[src/rtl/csr_access_unit.sv]
// csr_access_unit: requester side of the CSR register-file port.
// Accepts decoded CSR/system ops (CSRRW/CSRRS/CSRRC/ECALL/MRET) from EXU,
// runs the read-modify-write or trap/return sequence against the CSR file
// and returns the old CSR value plus an optional fetch redirect.
//
// Ports:
//   clk, rst                    clock, synchronous active-high reset
//   req_valid/req_ready         request handshake (ready only while idle)
//   req_op/req_csr_idx/req_src  op code, target CSR, rs1 value or zimm
//   req_src_zero/req_pc         rs1/zimm is zero, PC of the instruction
//   resp_valid/resp_ready       response handshake
//   resp_rdata                  old CSR value for rd
//   redirect_valid/redirect_pc  fetch redirect for ECALL/MRET
//   csrIdx/csrWrEn/csrWrData    CSR file index and write port
//   csrRdData                   CSR file read data (combinational on csrIdx)
//   exception/PC                trap strobe and trapping PC to the CSR file
//   csr_mtvec                   current mtvec
//
// Build option: CSR_ACC_ILLEGAL_TRAP_EN -- when defined, illegal ops (5-7)
// trap like ECALL; otherwise they complete as silent no-ops.

module csr_access_unit #(
  parameter int unsigned       XLEN      = 64,
  parameter int unsigned       CSR_AW    = 12,
  parameter logic [CSR_AW-1:0] MEPC_ADDR = 12'h341
) (
  input  logic              clk,
  input  logic              rst,
  input  logic              req_valid,
  output logic              req_ready,
  input  logic [2:0]        req_op,
  input  logic [CSR_AW-1:0] req_csr_idx,
  input  logic [XLEN-1:0]   req_src,
  input  logic              req_src_zero,
  input  logic [XLEN-1:0]   req_pc,
  output logic              resp_valid,
  input  logic              resp_ready,
  output logic [XLEN-1:0]   resp_rdata,
  output logic              redirect_valid,
  output logic [XLEN-1:0]   redirect_pc,
  output logic [CSR_AW-1:0] csrIdx,
  output logic              csrWrEn,
  output logic [XLEN-1:0]   csrWrData,
  input  logic [XLEN-1:0]   csrRdData,
  output logic              exception,
  output logic [XLEN-1:0]   PC,
  input  logic [XLEN-1:0]   csr_mtvec
);

  localparam logic [2:0] OP_RRW   = 3'd0;
  localparam logic [2:0] OP_RRS   = 3'd1;
  localparam logic [2:0] OP_RRC   = 3'd2;
  localparam logic [2:0] OP_ECALL = 3'd3;
  localparam logic [2:0] OP_MRET  = 3'd4;

  typedef enum logic [1:0] {
    S_IDLE  = 2'd0,
    S_READ  = 2'd1,
    S_WRITE = 2'd2,
    S_RESP  = 2'd3
  } state_e;

  state_e state_q, state_d;

  // Latched request
  logic [2:0]        op_q, op_d;
  logic [CSR_AW-1:0] idx_q, idx_d;
  logic [XLEN-1:0]   src_q, src_d;
  logic              src_zero_q, src_zero_d;
  logic [XLEN-1:0]   pc_q, pc_d;
  logic [XLEN-1:0]   old_q, old_d;

  // Registered outputs
  logic              req_ready_q, req_ready_d;
  logic              resp_valid_q, resp_valid_d;
  logic [XLEN-1:0]   resp_rdata_q, resp_rdata_d;
  logic              redirect_valid_q, redirect_valid_d;
  logic [XLEN-1:0]   redirect_pc_q, redirect_pc_d;
  logic [CSR_AW-1:0] csr_idx_q, csr_idx_d;
  logic              wr_en_q, wr_en_d;
  logic [XLEN-1:0]   wr_data_q, wr_data_d;
  logic              exc_q, exc_d;

  // Ops that go through the read-modify-write path
  function automatic logic is_csr_op(input logic [2:0] op);
    return (op == OP_RRW) || (op == OP_RRS) || (op == OP_RRC);
  endfunction

  // Ops that raise a trap toward mtvec
  function automatic logic takes_trap(input logic [2:0] op);
`ifdef CSR_ACC_ILLEGAL_TRAP_EN
    return (op == OP_ECALL) || (op > OP_MRET);
`else
    return (op == OP_ECALL);
`endif
  endfunction

  // State and datapath registers
  always_ff @(posedge clk) begin
    if (rst) begin
      state_q          <= S_IDLE;
      op_q             <= '0;
      idx_q            <= '0;
      src_q            <= '0;
      src_zero_q       <= 1'b0;
      pc_q             <= '0;
      old_q            <= '0;
      req_ready_q      <= 1'b1;
      resp_valid_q     <= 1'b0;
      resp_rdata_q     <= '0;
      redirect_valid_q <= 1'b0;
      redirect_pc_q    <= '0;
      csr_idx_q        <= '0;
      wr_en_q          <= 1'b0;
      wr_data_q        <= '0;
      exc_q            <= 1'b0;
    end else begin
      state_q          <= state_d;
      op_q             <= op_d;
      idx_q            <= idx_d;
      src_q            <= src_d;
      src_zero_q       <= src_zero_d;
      pc_q             <= pc_d;
      old_q            <= old_d;
      req_ready_q      <= req_ready_d;
      resp_valid_q     <= resp_valid_d;
      resp_rdata_q     <= resp_rdata_d;
      redirect_valid_q <= redirect_valid_d;
      redirect_pc_q    <= redirect_pc_d;
      csr_idx_q        <= csr_idx_d;
      wr_en_q          <= wr_en_d;
      wr_data_q        <= wr_data_d;
      exc_q            <= exc_d;
    end
  end

  // Next-state logic
  always_comb begin
    state_d = state_q;
    case (state_q)
      S_IDLE:  if (req_valid) state_d = S_READ;
      S_READ:  state_d = is_csr_op(op_q) ? S_WRITE : S_RESP;
      S_WRITE: state_d = S_RESP;
      S_RESP:  if (resp_ready) state_d = S_IDLE;
      default: state_d = S_IDLE;
    endcase
  end

  // Output and datapath next values; strobes default low so they pulse once
  always_comb begin
    op_d             = op_q;
    idx_d            = idx_q;
    src_d            = src_q;
    src_zero_d       = src_zero_q;
    pc_d             = pc_q;
    old_d            = old_q;
    req_ready_d      = req_ready_q;
    resp_valid_d     = resp_valid_q;
    resp_rdata_d     = resp_rdata_q;
    redirect_valid_d = redirect_valid_q;
    redirect_pc_d    = redirect_pc_q;
    csr_idx_d        = csr_idx_q;
    wr_en_d          = 1'b0;
    wr_data_d        = wr_data_q;
    exc_d            = 1'b0;

    case (state_q)
      S_IDLE: begin
        if (req_valid) begin
          op_d        = req_op;
          idx_d       = req_csr_idx;
          src_d       = req_src;
          src_zero_d  = req_src_zero;
          pc_d        = req_pc;
          req_ready_d = 1'b0;
          // csrIdx must be valid during READ, so it is chosen at accept
          csr_idx_d   = (req_op == OP_MRET) ? MEPC_ADDR : req_csr_idx;
          exc_d       = takes_trap(req_op);
        end
      end

      S_READ: begin
        old_d = (is_csr_op(op_q) || (op_q == OP_ECALL) || (op_q == OP_MRET))
                ? csrRdData : '0;
        if (is_csr_op(op_q)) begin
          // csrRdData is the value old_q captures this cycle
          wr_en_d = (op_q == OP_RRW) || !src_zero_q;
          case (op_q)
            OP_RRS:  wr_data_d = csrRdData | src_q;
            OP_RRC:  wr_data_d = csrRdData & ~src_q;
            default: wr_data_d = src_q;
          endcase
        end else begin
          resp_valid_d = 1'b1;
          resp_rdata_d = '0;
          if (takes_trap(op_q)) begin
            redirect_valid_d = 1'b1;
            redirect_pc_d    = csr_mtvec;
          end else if (op_q == OP_MRET) begin
            redirect_valid_d = 1'b1;
            redirect_pc_d    = csrRdData;
          end else begin
            redirect_valid_d = 1'b0;
            redirect_pc_d    = '0;
          end
        end
      end

      S_WRITE: begin
        resp_valid_d     = 1'b1;
        resp_rdata_d     = old_q;
        redirect_valid_d = 1'b0;
        redirect_pc_d    = '0;
      end

      S_RESP: begin
        if (resp_ready) begin
          resp_valid_d     = 1'b0;
          redirect_valid_d = 1'b0;
          req_ready_d      = 1'b1;
        end
      end

      default: ;
    endcase
  end

  // Strobes are masked by reset so an aborted op never writes or traps
  assign csrWrEn        = wr_en_q & ~rst;
  assign exception      = exc_q & ~rst;
  assign PC             = exception ? pc_q : '0;
  assign csrWrData      = wr_data_q;
  assign csrIdx         = csr_idx_q;
  assign req_ready      = req_ready_q;
  assign resp_valid     = resp_valid_q;
  assign resp_rdata     = resp_rdata_q;
  assign redirect_valid = redirect_valid_q;
  assign redirect_pc    = redirect_pc_q;

endmodule

[config.mk]
export PLATFORM = sky130hd
export DESIGN_NAME = csr_access_unit
export DESIGN_NICKNAME = d
export VERILOG_FILES = /design/src/rtl/csr_access_unit.sv
export SDC_FILE = /design/constraint.sdc
export NUM_CORES = 1
export LEC_CHECK = 0
export CORE_AREA = 2 2 217 219
export DETAILED_ROUTE_END_ITERATION = 8
export DIE_AREA = 0 0 219 221
export GPL_TIMING_DRIVEN = 0
export PLACE_DENSITY = 0.72
export SYNTH_ARGS = -nofsm -noshare
export SYNTH_HDL_FRONTEND = slang
export SYNTH_SLANG_ARGS = --single-unit
[constraint.sdc]
create_clock -name clk -period 2.3 [get_ports clk]
set_clock_uncertainty 0.05 [all_clocks]
set_input_delay 0.23 -clock clk [delete_from_list [all_inputs] [get_ports clk]]
set_output_delay 0.23 -clock clk [all_outputs]
set_load 0.005 [all_outputs]
# Word level (Yosys, flattened, before mapping)
# Index checks and enable logic that the tools add are counted.
# totals
inputBits	276
ff_bits	407
# classes
n_eq_ne	12
n_reduce_logical	19
n_bitwise	10
muxes	24
# op_table
cell	n
$mux 64	6
$pmux 64 s2	3
$and 64x64->64	1
$not 64->64	1
$or 64x64->64	1
$mux 12	1
$eq 3x2->1 const B	3
$mux 1	8
$pmux 2 s4	1
$reduce_and 2->1	4
$eq 3x3->1 const B	2
$ne 2x2->1 const B	3
$pmux 1 s3	2
$reduce_and 3->1	2
$reduce_or 3->1	2
$logic_or 1x1->1	5
$not 1->1	5
$eq 2x2->1 const B	2
$mux 2	2
$reduce_bool 2->1	2
$eq 3x1->1 const B	1
$logic_not 3->1	1
$reduce_bool 3->1	1
$and 1x1->1	2
4 further kinds	4

# Depth between registers and ports, before layout
# logic_depth
word_depth	6
ltp_mapped	8
depth_no_buf	6

# Least setup slack after synthesis
# Ideal clock, no wire load.
# synth_timing
path_type	register -> register
from	register state_q[1]
to	register redirect_pc_q[10] (netlist: redirect_pc[10])
path_stages_with_launch	9
setup_ns	0.128
path_buffers	2
slack_ns	0.581
arrival_time_ns	1.542
cell_sequence	dfxtp_1 > inv_1 > ha_1 > and2b_1 > o2bb2ai_1 > buf_2 > buf_6 > a22oi_1 > nor2_1
# synth_via
elab_chain_len	3
word_cells_on_any_way	6
classes_between	eq/ne: 3; mux: 1; reduce/logical: 2
# synth_rtl
item	line	rtl
from (decl)	63	state_e state_q, state_d;
from (signal assigned)	118	state_q <= state_d;
$eq 2x1->1 or $eq 2x2->1 (tied branches)	167	case (state_q)
$ne 2x2->1 (no source line) or $reduce_bool 2->1 (tied branches)	--	
$reduce_and 2->1 (no source line)	--	
to (signal assigned)	129	redirect_pc_q <= redirect_pc_d;
to (decl)	78	logic [XLEN-1:0] redirect_pc_q, redirect_pc_d;
# Parallel ways exist; a longest one is shown, timed or not.
# A chain may end at the register's enable or synchronous reset.

# Worst setup path in the final report
# layout_timing
from	input rst
to	register resp_rdata_q[63] (netlist: resp_rdata[63])
# layout_lines
item	line	rtl
from (decl)	28	input logic rst,
to (signal assigned)	127	resp_rdata_q <= resp_rdata_d;
to (decl)	76	logic [XLEN-1:0] resp_rdata_q, resp_rdata_d;
# No word-level cell between the ends.

==> flow_summary_export.csv <==
group,metric,value,unit
outcome,status,"finished with violations",
outcome,failed_checks,"negative setup slack",
drt,routed_wl,67.6,mm
logic_synthesis,netlist_top_cells_area,"dfxtp_1 49%, nor2_1 6.4%, a22oi_1 6.2%, a21oi_1 6.1%, nand2_1 6.1%",
worst_hold_path,hold_depth,3,
setup_path,critPathKind,"primary input to flop",
power,p_leak,9.33,nW
logic_synthesis,synth_edf_count,0,
clocking,cts_made_buffers,44,
clocking,clk_latency,0.56,ns
clocking,cts_root_buf,"clkbuf_16",
setup_path,cp_max_fo,10,
die,core-area,0.0461,mm2
logic_synthesis,ys_seq_area_share,49.4,%
placed_design,gp_congestion,0.895,
clocking,clock_sinks,407,
clocking,cts.hold.buffers_added,0,
logic_synthesis,avgSynthCellArea,8.42,um2
setup_path,rr_worst_depth,9,
sta,grt_setup_unrepaired,"no",
finish,syn2layout_area_growth,47.8,%
power,p_int,16.2,mW
clocking,htreeDepth,2,
global_route,grt_pass1_wl,99.9,mm
placed_design,port_buffers,548,
worst_hold_path,min_path_type,"primary input to flop",
die,io_pins,549,
power,max-vdd-ir-drop,0.586,mV
logic_synthesis,postSynthCellCount,1959,
clocking,cts_tree,"yes",
global_route,grt_start_max_net_pins,14,
clocking,cts_buffer_depth,3,
logic_synthesis,ys_ff_latch,407,
global_route,grt_usage,26.8,%
die,fp.dieW,219,um
setup_path,crit_path_end_kind,"flop",
logic_synthesis,ys.flop_type,"dfxtp_1",
setup_path,crit_arrival,2.66,ns
sta,hold_viol,0,
sta,maxSlewViolCount,0,
sta,finalCriticalPeriod,2.30,ns
logic_synthesis,async_reset_ff_share,0,%
setup_path,critPathRequiredTime,2.66,ns
logic_synthesis,yosysMostFrequentCell,"dfxtp_1",
drt,drc,0,
drt,vias,17200,
power,pwr-share-seq,36.5,%
die,floorplan.die_area,0.0484,mm2
sta,relSlewSlack,42.6,%
power,power_density,1030,mW/mm2
sta,max_slew.worst_pin.slew,0.861,ns
sta,setup_viol,1,
logic_synthesis,yosysUniqueCellTypes,38,
finish,drive_gt1_share,7.00,%
power,clockPowerShare,27.8,%
global_route,antenna_found_initial,4,
logic_synthesis,synth_top_area_cell,"dfxtp_1",
logic_synthesis,netlist_top_cells_count,"407 x dfxtp_1, 279 x nor2_1, 268 x nand2_1",
logic_synthesis,syn-cell-area,0.0165,mm2
sta,max_freq,0.435,GHz
job,maxCapViolations,0,
drt,drt-pass1-iter-count,5,
global_route,grt_pass1_vias,16700,
setup_path,cp-start-kind,"primary input",
die,initial_core_util,35.8,%
sta,finalCritPeriodShare,100,%
logic_synthesis,yosysWarnings,0,
logic_synthesis,syn-num-nets,2240,
power,netSwitchingFraction,35.6,%
placed_design,hpwl,50.2,mm
drt,drt_iter0_drc,1346,
drt,drtAntennaViolNets,0,
clocking,clk_pin_slew,0.06,ns
global_route,grt-ovfl-total,0,
sta,holdWs,0.167,ns
power,p_sw,8.98,mW
drt,wl_per_cell,21.1,um
logic_synthesis,yosysTopAreaCellShare,49.4,%
die,die_h,221,um
sta,fin_ws,-0.00105,ns
power,power,25.2,mW
finish,final_nets,2848,
placed_design,pre_cts_slack,-0.992,ns
power,power_frac_comb,35.7,%
drt,vias_per_cell,5.36,
die,rows,79,
-- area by class of cell --
class                      count  area (um2)
multi-input combinational   1369        7530
timing repair buffer         561        5560
antenna                        2        5.00
fill                        4330       21700
clock inverter                13         143
sequential                   407        8150
clock buffer                  65        1260
inverter                       5        18.8
buffer                       179         950
tap                          607         759
-- per-stage QoR --
step,instances,util (%),area (um2),setup TNS [ns]
after floorplan,1959,-,16500,0
after global placement,3114,49.4,22700,-126.89
after detailed placement,3114,49.4,22700,-140.21
after CTS,3202,52.7,24300,-0.0135
after global routing,3208,52.9,24400,0
final,3208,52.9,24400,-0.00105
-- worst max-delay path: stages --
cell and delay (ns):
clkdlybuf4s50_1 0.57, buf_2 0.40, clkbuf_2 0.61, clkbuf_1 0.69, nor2_1 0.13
-- state kept, by name, indices dropped and copies added, names as in the netlist --
signal and count:
csrWrData 64, redirect_valid 1, old_q 64, pc_q 64, wr_en_q 1, op_q 3
src_q 64, csrIdx 12, src_zero_q 1, state_q 2, req_ready 1, resp_valid 1
redirect_pc 64, resp_rdata 64, exc_q 1
-- path summary, 6_finish.rpt --
check             startpoint  slack, ns             end
setup / recovery         rst     -0.001  resp_rdata[63]
hold / removal    req_pc[11]       0.17        pc_q[11]
setup reg to reg  state_q[1]       0.17    csrWrData[3]
hold reg to reg     pc_q[47]       0.40        pc_q[47]
-- layout by cell type (no fill, tap or decap), types with 2 or more instances in the layout --
| master | synthesis | routed |
|---|---|---|
| a211oi_1 | 65 | 65 |
| a21boi_0 | 5 | 5 |
| a21o_1 | 2 | 2 |
| a21oi_1 | 202 | 202 |
| a21oi_4 | 2 | 3 |
| a221oi_1 | 59 | 59 |
| a22o_1 | 64 | 64 |
| a22oi_1 | 136 | 136 |
| and2_1 | 66 | 65 |
| buf_1 | 3 | 4 |
| buf_2 | 65 | 58 |
| buf_4 | 6 | 19 |
| buf_6 | 7 | 8 |
| bufinv_16 | 0 | 3 |
| clkbuf_1 | 98 | 94 |
| clkbuf_16 | 0 | 47 |
| clkbuf_2 | 0 | 8 |
| clkbuf_4 | 0 | 7 |
| clkbuf_8 | 0 | 11 |
| clkdlybuf4s50_1 | 0 | 497 |
| clkinv_2 | 0 | 9 |
| dfxtp_1 | 407 | 406 |
| diode_2 | 0 | 2 |
| dlygate4sd2_1 | 0 | 45 |
| dlymetal6s2s_1 | 0 | 6 |
| ha_1 | 5 | 5 |
| inv_1 | 4 | 4 |
| nand2_1 | 268 | 267 |
| nand2b_1 | 2 | 2 |
| nor2_1 | 279 | 279 |
| nor2b_1 | 126 | 125 |
| nor3_1 | 5 | 5 |
| o21ai_0 | 68 | 68 |
-- cell families after synthesis --
logic type | count (synthesis) | share of synthesized area [%]
mux | 1 | 0.0607
simple gates | 755 | 20.4
compound gates | 606 | 24.5
fa+ha+maj | 6 | 0.440
flops | 407 | 49.4
buf+inv | 184 | 5.14
-- what timing repair did --
item | CTS | global route
endpoints found under the setup margin | 308 | 217
pin swaps | 1 | 0
cloned | 2 | 0
gates resized for setup | 78 | 34
setup buffers | 8 | 4
-- power groups by stage --
stage,clock network (mW),registers (mW),logic [mW]
final,7.02,9.19,8.99
after floorplan,0,9.15,4.83
after CTS,7.15,9.17,8.86
after global placement,0,9.24,8.53
after global routing,7.40,9.33,9.81
after detailed placement,0,9.31,8.74
-- layer usage --
metal	global-route usage (%)	routed length, um	share of wire, %
met3	6.52	5720	8.5
met5	0	13	0.019
met2	45.7	32200	48
met4	11.0	2670	3.9
met1	32.1	27000	40
Power figures use the tool's default switching activity.
